File: src/rtl/mdu_seq.sv
// Multi-cycle multiply/divide unit with HI/LO registers (shift-add multiply, restoring divide).
// Optional macro MDU_EARLY_OUT_EN: multiplies stop after the highest set bit of |b|.
module mdu_seq #(
    parameter int WIDTH = 32,
    parameter int CNT_W = $clog2(WIDTH) + 1
) (
    input  logic             clk,
    input  logic             rstn,
    input  logic             start_valid,
    output logic             start_ready,
    input  logic [2:0]       op,
    input  logic [WIDTH-1:0] a,
    input  logic [WIDTH-1:0] b,
    output logic [WIDTH-1:0] hi,
    output logic [WIDTH-1:0] lo,
    output logic             busy,
    output logic             done,
    output logic             div_by_zero
);

    typedef enum logic [1:0] {IDLE, MUL, DIV, FIX} state_t;

    state_t               state;
    logic [CNT_W-1:0]     cnt;
    logic                 accept;
    logic                 signed_op;
    logic                 a_neg, b_neg;
    logic [WIDTH-1:0]     a_abs, b_abs;
    logic [CNT_W-1:0]     mul_iters;

    logic                 is_div, neg_res, neg_rem, b_zero;
    logic [WIDTH-1:0]     a_keep;
    logic [2*WIDTH-1:0]   mcand, prod, prod_fix;
    logic [WIDTH-1:0]     mplier;
    logic [WIDTH-1:0]     rem, quo, dvsr, quo_fix, rem_fix;
    logic [WIDTH:0]       rem_sh;
    logic [WIDTH+1:0]     diff;
    logic                 q_bit;

`ifdef MDU_EARLY_OUT_EN
    function automatic logic [CNT_W-1:0] msb_iters(input logic [WIDTH-1:0] v);
        logic [CNT_W-1:0] k;
        k = CNT_W'(1);
        for (int i = 0; i < WIDTH; i++)
            if (v[i]) k = CNT_W'(i + 1);
        return k;
    endfunction
`endif

    assign start_ready = ~busy;
    assign accept      = start_valid & ~busy;

    // Unsigned ops use op[0]=1; signed ops work on magnitudes and fix signs in FIX.
    logic signed [WIDTH-1:0] a_s, b_s;
    assign a_s       = a;
    assign b_s       = b;
    assign signed_op = ~op[0];
    assign a_neg     = signed_op & (a_s < 0);
    assign b_neg     = signed_op & (b_s < 0);
    assign a_abs     = a_neg ? -a : a;
    assign b_abs     = b_neg ? -b : b;

`ifdef MDU_EARLY_OUT_EN
    assign mul_iters = msb_iters(b_abs);
`else
    assign mul_iters = CNT_W'(WIDTH);
`endif

    // Restoring-division step: shift in next dividend bit, subtract if it fits.
    assign rem_sh = {rem, quo[WIDTH-1]};
    assign diff   = {1'b0, rem_sh} - {2'b00, dvsr};
    assign q_bit  = ~diff[WIDTH+1];

    assign prod_fix = neg_res ? -prod : prod;
    assign quo_fix  = neg_res ? -quo  : quo;
    assign rem_fix  = neg_rem ? -rem  : rem;

    // Datapath working registers: no reset, loaded at the accept edge.
    always_ff @(posedge clk) begin
        if (state == IDLE && accept) begin
            mcand   <= {{WIDTH{1'b0}}, a_abs};
            mplier  <= b_abs;
            prod    <= '0;
            rem     <= '0;
            quo     <= a_abs;
            dvsr    <= b_abs;
            a_keep  <= a;
            is_div  <= (op[2:1] == 2'b01);
            neg_res <= a_neg ^ b_neg;
            neg_rem <= a_neg;
            b_zero  <= (b == '0);
        end else if (state == MUL) begin
            if (mplier[0]) prod <= prod + mcand;
            mcand  <= mcand << 1;
            mplier <= mplier >> 1;
        end else if (state == DIV) begin
            rem <= q_bit ? diff[WIDTH-1:0] : rem_sh[WIDTH-1:0];
            quo <= {quo[WIDTH-2:0], q_bit};
        end
    end

    always_ff @(posedge clk or negedge rstn) begin
        if (!rstn) begin
            state       <= IDLE;
            cnt         <= '0;
            hi          <= '0;
            lo          <= '0;
            busy        <= 1'b0;
            done        <= 1'b0;
            div_by_zero <= 1'b0;
        end else begin
            done        <= 1'b0;
            div_by_zero <= 1'b0;
            case (state)
                IDLE: begin
                    if (accept) begin
                        case (op)
                            3'b000, 3'b001: begin
                                state <= MUL;
                                busy  <= 1'b1;
                                cnt   <= mul_iters;
                            end
                            3'b010, 3'b011: begin
                                state <= DIV;
                                busy  <= 1'b1;
                                cnt   <= CNT_W'(WIDTH);
                            end
                            3'b100: begin
                                hi   <= a;
                                done <= 1'b1;
                            end
                            3'b101: begin
                                lo   <= a;
                                done <= 1'b1;
                            end
                            default: ;
                        endcase
                    end
                end
                MUL, DIV: begin
                    cnt <= cnt - CNT_W'(1);
                    if (cnt == CNT_W'(1)) state <= FIX;
                end
                FIX: begin
                    state <= IDLE;
                    busy  <= 1'b0;
                    done  <= 1'b1;
                    if (is_div) begin
                        if (b_zero) begin
                            lo          <= '1;
                            hi          <= a_keep;
                            div_by_zero <= 1'b1;
                        end else begin
                            lo <= quo_fix;
                            hi <= rem_fix;
                        end
                    end else begin
                        {hi, lo} <= prod_fix;
                    end
                end
                default: state <= IDLE;
            endcase
        end
    end

endmodule

File: config.mk
export PLATFORM = sky130hd
export DESIGN_NAME = mdu_seq
export DESIGN_NICKNAME = d
export VERILOG_FILES = /design/src/rtl/mdu_seq.sv
export SDC_FILE = /design/constraint.sdc
export NUM_CORES = 1
export LEC_CHECK = 0
export ABC_AREA = 0
export BUFFER_PORTS_ARGS = -buffer_cell sky130_fd_sc_hd__buf_4
export CAP_MARGIN = 20
export CORE_MARGIN = 2
export CORE_UTILIZATION = 64
export CTS_BUF_LIST = sky130_fd_sc_hd__clkbuf_8
export DETAILED_ROUTE_END_ITERATION = 7
export GPL_TIMING_DRIVEN = 0
export HOLD_SLACK_MARGIN = 0.1
export PLACE_DENSITY = 0.83
export REMOVE_ABC_BUFFERS = 1
export SLEW_MARGIN = 0
export SYNTH_ARGS = -nofsm -noshare
export SYNTH_HDL_FRONTEND = slang
export SYNTH_SLANG_ARGS = --single-unit
File: constraint.sdc
create_clock -name clk -period 5.05 [get_ports clk]
set_input_delay 0.2525 -clock clk [delete_from_list [all_inputs] [get_ports clk]]
set_output_delay 0.2525 -clock clk [all_outputs]
set_load 0.02 [all_outputs]
# [Yosys cells after proc, flatten, opt, wreduce, memory -nomap -nowiden]
# Index checks and enable logic that the tools add are counted.
[word_totals] regBits=367 out_inout_bits=68 word_cells=114
[classes] reduce_logical=21 n_lt_le_gt_ge=2 n_addsub=8 n_bitwise=8 eq_ne=17 n_mux=39
[ops] cell="32-bit two-way mux" n=20
[ops] cell="32-bit negation" n=4
[ops] cell="32-bit one-hot mux with 2 select lines" n=2
[ops] cell="64-bit adder" n=1
[ops] cell="32-bit by 1-bit less-than comparator with 1-bit output, second input constant" n=2
[ops] cell="64-bit two-way mux" n=1
[ops] cell="64-bit negation" n=1
[ops] cell="33-bit by 32-bit subtractor with 34-bit output" n=1
[ops] cell="32-bit logical NOT" n=1
[ops] cell="3-bit AND reduction" n=5
[ops] cell="6-bit two-way mux" n=2
[ops] cell="6-bit one-hot mux with 2 select lines" n=1
[ops] cell="2-bit != test, second input constant" n=4
[ops] cell="2-bit nonzero test" n=4
[ops] cell="2-bit OR reduction" n=4
[ops] cell="1-bit two-way mux" n=7
[ops] cell="3-bit by 2-bit == test with 1-bit output, second input constant" n=2
[ops] cell="3-bit == test, second input constant" n=2
[ops] cell="6-bit by 1-bit == test with 1-bit output, second input constant" n=1
[ops] cell="2-bit one-hot mux with 3 select lines" n=1
[ops] cell="2-bit AND reduction" n=3
[ops] cell="6-bit by 1-bit subtractor with 6-bit output, second input constant" n=1
[ops] cell="2-bit by 1-bit == test with 1-bit output, second input constant" n=2
[ops] cell="2-bit == test, second input constant" n=2
[ops] cell="13 further kinds" n=21

# [Longest topological paths before layout]
# Gate-level depths: netlist of the first run.
[depth] ltp_word=5 ltp_mapped=14 depth_no_buf=14

# [Worst setup path before layout of the first run]
# Ideal clock, no wire load.
[synth_path] path_kind="register to register" startpoint="register busy" endpoint="register a_keep[0], enable pin" path_stages_with_launch=7 period_less_slack_ns=3.972 slack_ns=1.078 t_required_ns=4.591 setup_time_ns=0.459 n_path_buf=3 arrival_time_ns=3.513 cell_sequence="dfrtp_1 inv_1 nand3_1 inv_1 clkbuf_1 clkbuf_1 clkbuf_1"
[synth_between] elab_chain_len=3
[synth_rtl] item="start, declared" line="16" rtl="output logic busy,"
[synth_rtl] item="start signal, assigned" line="108" rtl="busy <= 1'b0;"
[synth_rtl] item="start signal, assigned" line="120" rtl="busy <= 1'b1;"
[synth_rtl] item="start signal, assigned" line="125" rtl="busy <= 1'b1;"
[synth_rtl] item="1-bit NOT"
[synth_rtl] item="net start_ready" line="10" rtl="output logic start_ready,"
[synth_rtl] item="1-bit AND" line="51" rtl="assign accept = start_valid & ~busy;"
[synth_rtl] item="1-bit logical AND" line="80" rtl="if (state == IDLE && accept) begin"
[synth_rtl] item="end signal, assigned" line="87" rtl="a_keep <= a;"
[synth_rtl] item="end, declared" line="32" rtl="logic [WIDTH-1:0] a_keep;"
# The timed path passes the listed nets, and every way through them passes these cells.
# A chain may end at the register's enable or synchronous reset.

# [Worst setup path after layout of the first run]
[layout_path] startpoint="register prod[1]" endpoint="register prod[59]"
[layout_between] elab_chain_len=1
[layout_rtl] item="start, declared" line="33" rtl="logic [2*WIDTH-1:0] mcand, prod, prod_fix;"
[layout_rtl] item="start signal, assigned" line="93" rtl="if (mplier[0]) prod <= prod + mcand;"
[layout_rtl] item="64-bit adder" line="93"
# Every way passes these cells.

==> flow_summary_export.csv, run 1 <==
group,metric,value,unit
sta,timing.fmax,221,MHz
floorplanning,ios,138,
synthesis,synth-seq-area-share,38.9,%
outcome,status,"completed",
synthesis,ys_types,79,
drt,wl,76.3,mm
sta,finClkSkew,0.0300,ns
cts,cts_sinks,367,
drt,num_vias,23000,
cts,htreeDepth,3,
grt,globalRouteTotalUtil,38.6,%
worst_setup_path,worstPathMaxFanout,7,
worst_setup_path,cp.required,5.60,ns
placed_design,hpwl,54.3,mm
synthesis,synthFlopType,"edfxtp_1",
pwr,ir_worst_vdd,0.000219,V
cts,clockRootBuffer,"clkbuf_8",
finish,layout-drive-gt1-share,9.83,%
drt,wl_per_cell,21.7,um
synthesis,synth_top_area_share,20.4,%
finish,finalNonFillerCells,3522,
sta,slew_headroom,21.9,%
drt,ant_nets,0,
floorplanning,die-area,39200,um2
grt,antenna_found_initial,2,
cts,clk_latency,0.64,ns
worst_setup_path,cp.arrival,5.07,ns
sta,drv_slew,0,
placed_design,gp_congestion,0.973,
cts,cts_buffer_depth,3,
pwr,power_density,228,nW/um2
floorplanning,start_util,64.4,%
grt,grt_pass1_wl,118,mm
grt,grt_max_degree,165,
cts,clkTransAtPathRegs,0.06,ns
worst_setup_path,end_kind,"flop",
cts,cts_made_buffers,66,
synthesis,yosysTopAreaCell,"edfxtp_1",
synthesis,synth_area,24100,um2
sta,period_needed,4.52,ns
placed_design,portBuffers,137,
flow_run,max_cap_violations,0,
synthesis,synth_area_leaders,"edfxtp_1 (20%), dfxtp_1 (11%), dfrtp_1 (7.8%)",
finish,nFillCells,2743,
sta,rsz0062_at_grt,"no",
worst_setup_path,startpoint_type,"flop",
hold_path,hp-class,"input port to flop",
synthesis,synth-edff-count,164,
sta,period_share,89.5,%
finish,utilization,74.6,%
placed_design,dp.cells,3321,
drt,drc,0,
finish,layout.nets,3136,
sta,fin_setup_tns,0,ns
pwr,leakagePower,10.6,nW
placed_design,dp_slack,0.800,ns
floorplanning,rows,71,
finish,syn2layout_area_growth,15.7,%
sta,final_hold_viol_count,0,
sta,layout_setup_ws,0.532,ns
drt,dr.pass1.iters,6,
sta,setup_viol,0,
floorplanning,die_h,198,um
sta,tightest_slew,1.14,ns
grt,grt_overflow,0,
grt,grt_pass1_vias,21600,
drt,drt_iter0_drc,2815,
cts,cts_tree,"yes",
synthesis,synthArstFlopShare,20.4,%
floorplanning,dieWidth,198,um
synthesis,synthCells,2810,
synthesis,synth_warnings,0,
synthesis,avgSynthCellArea,8.57,um2
worst_setup_path,critPathKind,"flop to flop",
cts,cts_setup_buffers,0,
synthesis,ys_ff_latch,367,
drt,via_per_inst,6.53,
floorplanning,fp.coreArea,37400,um2
==> worst paths after layout <==
path,from,endpoint,slack (ns),depth (start not counted)
max,prod[1],prod[59],0.53,11
min,b[0],dvsr[0],0.40,2
max reg2reg,prod[1],prod[59],0.53,11
min reg2reg,mplier[31],mplier[30],0.52,2
max in group asynchronous,rstn,hi[12],3.88,4
min in group asynchronous,rstn,state[0],0.54,3
==> state kept, by name, indices dropped and copies added (netlist names), 32 cells and up <==
signal  count
dvsr       32
quo        32
lo         32
a_keep     32
rem        32
prod       64
mplier     32
mcand      64
hi         32
==> area by class of cell <==
type,instances,area (um2),share of cell area (%)
well taps,511,639,2.29
repair buffers,233,2280,8.17
diodes,1,2.50,0.00897
inverters,80,308,1.10
clock buffers,84,1160,4.15
clock inverters,36,230,0.826
multi-input cells,2210,13900,49.9
flip-flops and latches,367,9360,33.6
==> cells in the mapped netlist, types with 5 or more instances <==
library cell and instances:
nand2_1 421, nor2_1 215, a21oi_1 208, o21ai_0 199, edfxtp_1 164, xnor2_1 152, clkbuf_1 131, dfxtp_1 128
ha_1 106, xor2_1 94, inv_1 80, dfrtp_1 75, a31oi_1 70, a21o_1 69, o21a_1 64, nand3_1 55
o31ai_1 52, mux2i_1 46, nor3_1 43, or3_1 36, or4_1 32, o221ai_1 27, o41ai_1 22, a211oi_1 21
buf_1 20, nand2b_1 20, nand4_1 20, nor2b_1 20, o211ai_1 20, and3_1 17, nor4_1 17, o21bai_1 16
and2_1 15, a221oi_1 13, or2_2 13, nand3b_1 9, a21boi_0 7, a222oi_1 7, a211o_1 6, and4_1 5
==> cells in the final DEF, fill, tap and decap left out, types with 22 or more instances in the layout <==
cell,instances
clkbuf_8,84
o31ai_1,52
a21o_1,69
or3_1,36
xnor2_1,152
o221ai_1,27
buf_4,138
nor3_1,43
nand3_1,54
dfxtp_1,128
a31oi_1,70
dlygate4sd3_1,75
o21a_1,64
edfxtp_1,164
dfrtp_1,75
a21oi_1,208
xor2_1,94
o21ai_0,198
o41ai_1,22
nor2_1,213
mux2i_1,46
nand2_1,419
or4_1,32
ha_1,103
inv_1,100
==> layer usage <==
layer	routed length [um]	vias up	GRT usage (%)
met5	0	-	0
met4	4370	0	20.1
met3	8320	280	8.14
met2	33400	1332	59.8
met1	30200	10900	51.2
li1	-	10500	-
==> stage by stage <==
step / hold WS (ns) / area [um2] / total power, mW
floorplan: -0.0431 / 23500 / 3.25
global placement: 0.478 / 25200 / 3.37
detailed placement: 0.474 / 25600 / 3.38
CTS: 0.367 / 27800 / 6.33
global route: 0.403 / 27900 / 6.49
finish: 0.402 / 27900 / 6.35
==> timing repair <==
action	in CTS	in global routing
hold endpoints to repair	219	9
hold buffers	74	1
gates resized for setup	0	0
==> critical path, stage by stage, from the launching register on <==
cell and delay (ns):
dfxtp_1 0.49, ha_1 0.32, a211o_1 0.32, a211oi_1 0.50, o31ai_1 0.33, a31o_2 0.38, a211oi_1 0.57, o21ai_0 0.40
a221oi_1 0.71, xnor2_1 0.19, nand2_1 0.08, a21oi_1 0.16
==> cells by family after synthesis <==
logic type,count (synthesis),synth area share (%)
XOR/XNOR,246,8.94
buffers and inverters,233,3.64
AO/OA/AOI/OAI,851,22.7
multiplexers,46,1.91
AND/OR/NAND/NOR,959,18.3
flip-flops,367,38.9
adder cells (fa/ha/maj),108,5.67
==> report_power, final <==
group          total, mW  switching (mW)  internal (mW)
sequential          3.10         0.00231           3.10
clock               2.96            1.32           1.65
combinational      0.278           0.155          0.124
No activity file was read; power rests on OpenSTA's default activity.
==> run 2: changes to the inputs <==
--- a/config.mk
+++ b/config.mk
@@ -8,13 +8,17 @@
 export ABC_AREA = 0
 export BUFFER_PORTS_ARGS = -buffer_cell sky130_fd_sc_hd__buf_4
 export CAP_MARGIN = 20
+export CELL_PAD_IN_SITES_DETAIL_PLACEMENT = 1
+export CELL_PAD_IN_SITES_GLOBAL_PLACEMENT = 1
+export CORE_ASPECT_RATIO = 0.7
 export CORE_MARGIN = 2
-export CORE_UTILIZATION = 64
+export CORE_UTILIZATION = 49
 export CTS_BUF_LIST = sky130_fd_sc_hd__clkbuf_8
 export DETAILED_ROUTE_END_ITERATION = 7
 export GPL_TIMING_DRIVEN = 0
 export HOLD_SLACK_MARGIN = 0.1
-export PLACE_DENSITY = 0.83
+export PLACE_DENSITY_LB_ADDON = 0.1
+export RECOVER_POWER = 25
 export REMOVE_ABC_BUFFERS = 1
 export SLEW_MARGIN = 0
 export SYNTH_ARGS = -nofsm -noshare
==> run 2 against run 1 <==
The run now ends with max-capacitance violations, max-slew violations left. Design area shrank 0.61%. Clock skew barely moved. Fmax shrank 5.6%. Routed wire length grew 20%. Clock-buffer cell count fell by 10. Via count rose by 2.6%. Die area grew 30%. Final cell count is 4.3% higher. Critical path depth unchanged. Utilization fell by 17 points. Sequential share of layout area up 0.21 points. Worst hold slack worse by 0.21 ns. Largest cell class unchanged.
==> flow_summary_export.csv, run 2 (synthesis results as in run 1) <==
group,metric,value,unit
cts,cts_buffer_depth,3,
floorplanning,dieWidth,269,um
floorplanning,die_h,190,um
drt,drt_iter0_drc,2447,
drt,ant_nets,0,
finish,reg.largest.list,"mcand (64), prod (64)",
drt,drc,0,
worst_setup_path,worstPathMaxFanout,129,
finish,multiInputGateArea,13900,um2
worst_setup_path,startpoint_type,"flop",
grt,grt_pass1_vias,24000,
worst_setup_path,startpoint,"state[0]",
outcome,status,"finished with violations",
floorplanning,start_util,50.0,%
worst_setup_path,path_depth,11,
cts,clockRootBuffer,"clkbuf_8",
pwr,power_density,229,nW/um2
worst_setup_path,cp.arrival,5.38,ns
sta,whs,0.194,ns
pwr,ir_worst_vdd,0.000178,V
drt,via_per_inst,6.43,
floorplanning,rows,67,
placed_design,portBuffers,137,
worst_setup_path,cp-endpoint,"lo[19]",
cts,clkTransAtPathRegs,0.07,ns
finish,layout.nets,3140,
floorplanning,ios,138,
finish,layout-drive-gt1-share,6.47,%
worst_setup_path,r2r_end,"lo[19]",
finish,finalNonFillerCells,3672,
finish,final-seq-area,9360,um2
drt,wl,91.6,mm
grt,grt_pass1_wl,141,mm
cts,clk_latency,0.70,ns
worst_setup_path,max_stage_delay,0.70,ns
outcome,violations,"max-capacitance violations, max-slew violations",
sta,timing.fmax,209,MHz
sta,drv_slew,65,
worst_setup_path,critPathKind,"flop to flop",
placed_design,gp_congestion,0.899,
sta,slew_headroom,-128,%
sta,rsz0062_at_grt,"no",
sta,finClkSkew,0.0299,ns
worst_setup_path,reg2reg_slack,0.26,ns
drt,wl_per_cell,24.9,um
drt,dr.pass1.iters,6,
pwr,leakagePower,10.3,nW
worst_setup_path,reg2reg_depth,11,
placed_design,hpwl,64.6,mm
worst_setup_path,rr_startpoint,"state[0]",
floorplanning,fp.coreArea,48200,um2
placed_design,dp.cells,3468,
worst_setup_path,end_kind,"flop",
hold_path,hp-class,"input port to flop",
finish,syn2layout_area_growth,15.0,%
hold_path,hp-start,"b[1]",
sta,period_share,94.8,%
hold_path,hold_depth,3,
cts,cts_setup_buffers,0,
drt,num_vias,23600,
floorplanning,die-area,51000,um2
cts,cts_sinks,367,
flow_run,max_cap_violations,1,
sta,period_needed,4.79,ns
finish,nFillCells,5674,
grt,antenna_found_initial,3,
worst_setup_path,crit_chain,"inv_1, ha_1, nand3_4, buf_12, clkinv_8, buf_16, nand4b_1, nand2_2, buf_12, nor2_1, a31oi_1",
grt,grt_overflow,0,
cts,cts_made_buffers,61,
sta,tightest_slew,3.42,ns
cts,cts_tree,"yes",
worst_setup_path,crit_family,"simple AND/OR/NAND/NOR gates",
worst_setup_path,worst-path-buf-inv,5,
cts,htreeDepth,2,
grt,grt_max_degree,143,
worst_setup_path,path_common_cell,"buf_12",
worst_setup_path,cp.required,5.64,ns
finish,final_common_cell,"nand2_1",
sta,final_hold_viol_count,0,
finish,layout_common_cells,"nand2_1 (419), nor2_1 (213), a21oi_1 (208)",
sta,setup_viol,0,
worst_setup_path,crit_path_top_delay_cell,"nand2_2",
grt,globalRouteTotalUtil,35.5,%
## run 2: worst reg2reg max path: stages (launching register included)
cell,delay [ns]
dfrtp_1,0.42
inv_1,0.10
ha_1,0.43
nand3_4,0.54
buf_12,0.41
clkinv_8,0.49
buf_16,0.39
nand4b_1,0.63
nand2_2,0.70
buf_12,0.28
nor2_1,0.12
a31oi_1,0.18
## run 2: how the worst min path moves through the flow
stage	to	slack, ns
after floorplan	busy	-0.04
after global placement	cnt[0]	0.48
after detailed placement	dvsr[0]	0.48
after CTS	dvsr[1]	0.13
after global routing	dvsr[1]	0.23
final	dvsr[1]	0.19
## run 2: per-stage QoR
| stage | util [%] | setup WS (ns) | setup TNS [ns] | total power, mW | cell area (um2) |
|---|---|---|---|---|---|
| 3_5_place_dp | 53.6 | -0.0994 | -0.258 | 3.38 | 25800 |
| 5_1_grt | 57.5 | 0.0839 | 0 | 6.51 | 27700 |
| 2_1_floorplan | - | -6.15 | -1138.06 | 3.25 | 23500 |
| 3_3_place_gp | 52.6 | -14.41 | -3615.28 | 3.37 | 25400 |
| 6_report | 57.5 | 0.264 | 0 | 6.34 | 27700 |
| 4_1_cts | 58.1 | 0.0491 | 0 | 6.35 | 28000 |
## run 2: power breakdown
part           switching (mW)  total [mW]  internal [mW]
Clock                    1.39        2.97           1.58
Combinational           0.158       0.274          0.115
Sequential            0.00194        3.10           3.10
## run 2: cell type report
cell class                 count  share of cell area [%]
tap                          655                    2.96
clock buffer                  74                    3.67
multi-input combinational   2211                    50.2
sequential                   367                    33.8
clock inverter                42                    1.10
antenna                        2                  0.0181
inverter                      80                    1.13
timing repair buffer         241                    7.11
## run 2: what timing repair did
action	4_1_cts	5_1_grt
gates resized for setup	0	1
hold buffers	82	1
endpoints found under the hold margin	263	11
setup endpoints to repair	22	26
pin swaps	1	0
gates cloned	1	1
## run 2: layer usage
| metal | vias to the layer above | routed length (um) | global-route usage, % |
|---|---|---|---|
| met1 | 11900 | 41000 | 50.9 |
| met5 | - | 11 | 0 |
| met3 | 154 | 7800 | 7.01 |
| li1 | 10500 | - | - |
| met2 | 1025 | 40100 | 53.9 |
| met4 | 2 | 2610 | 10.8 |
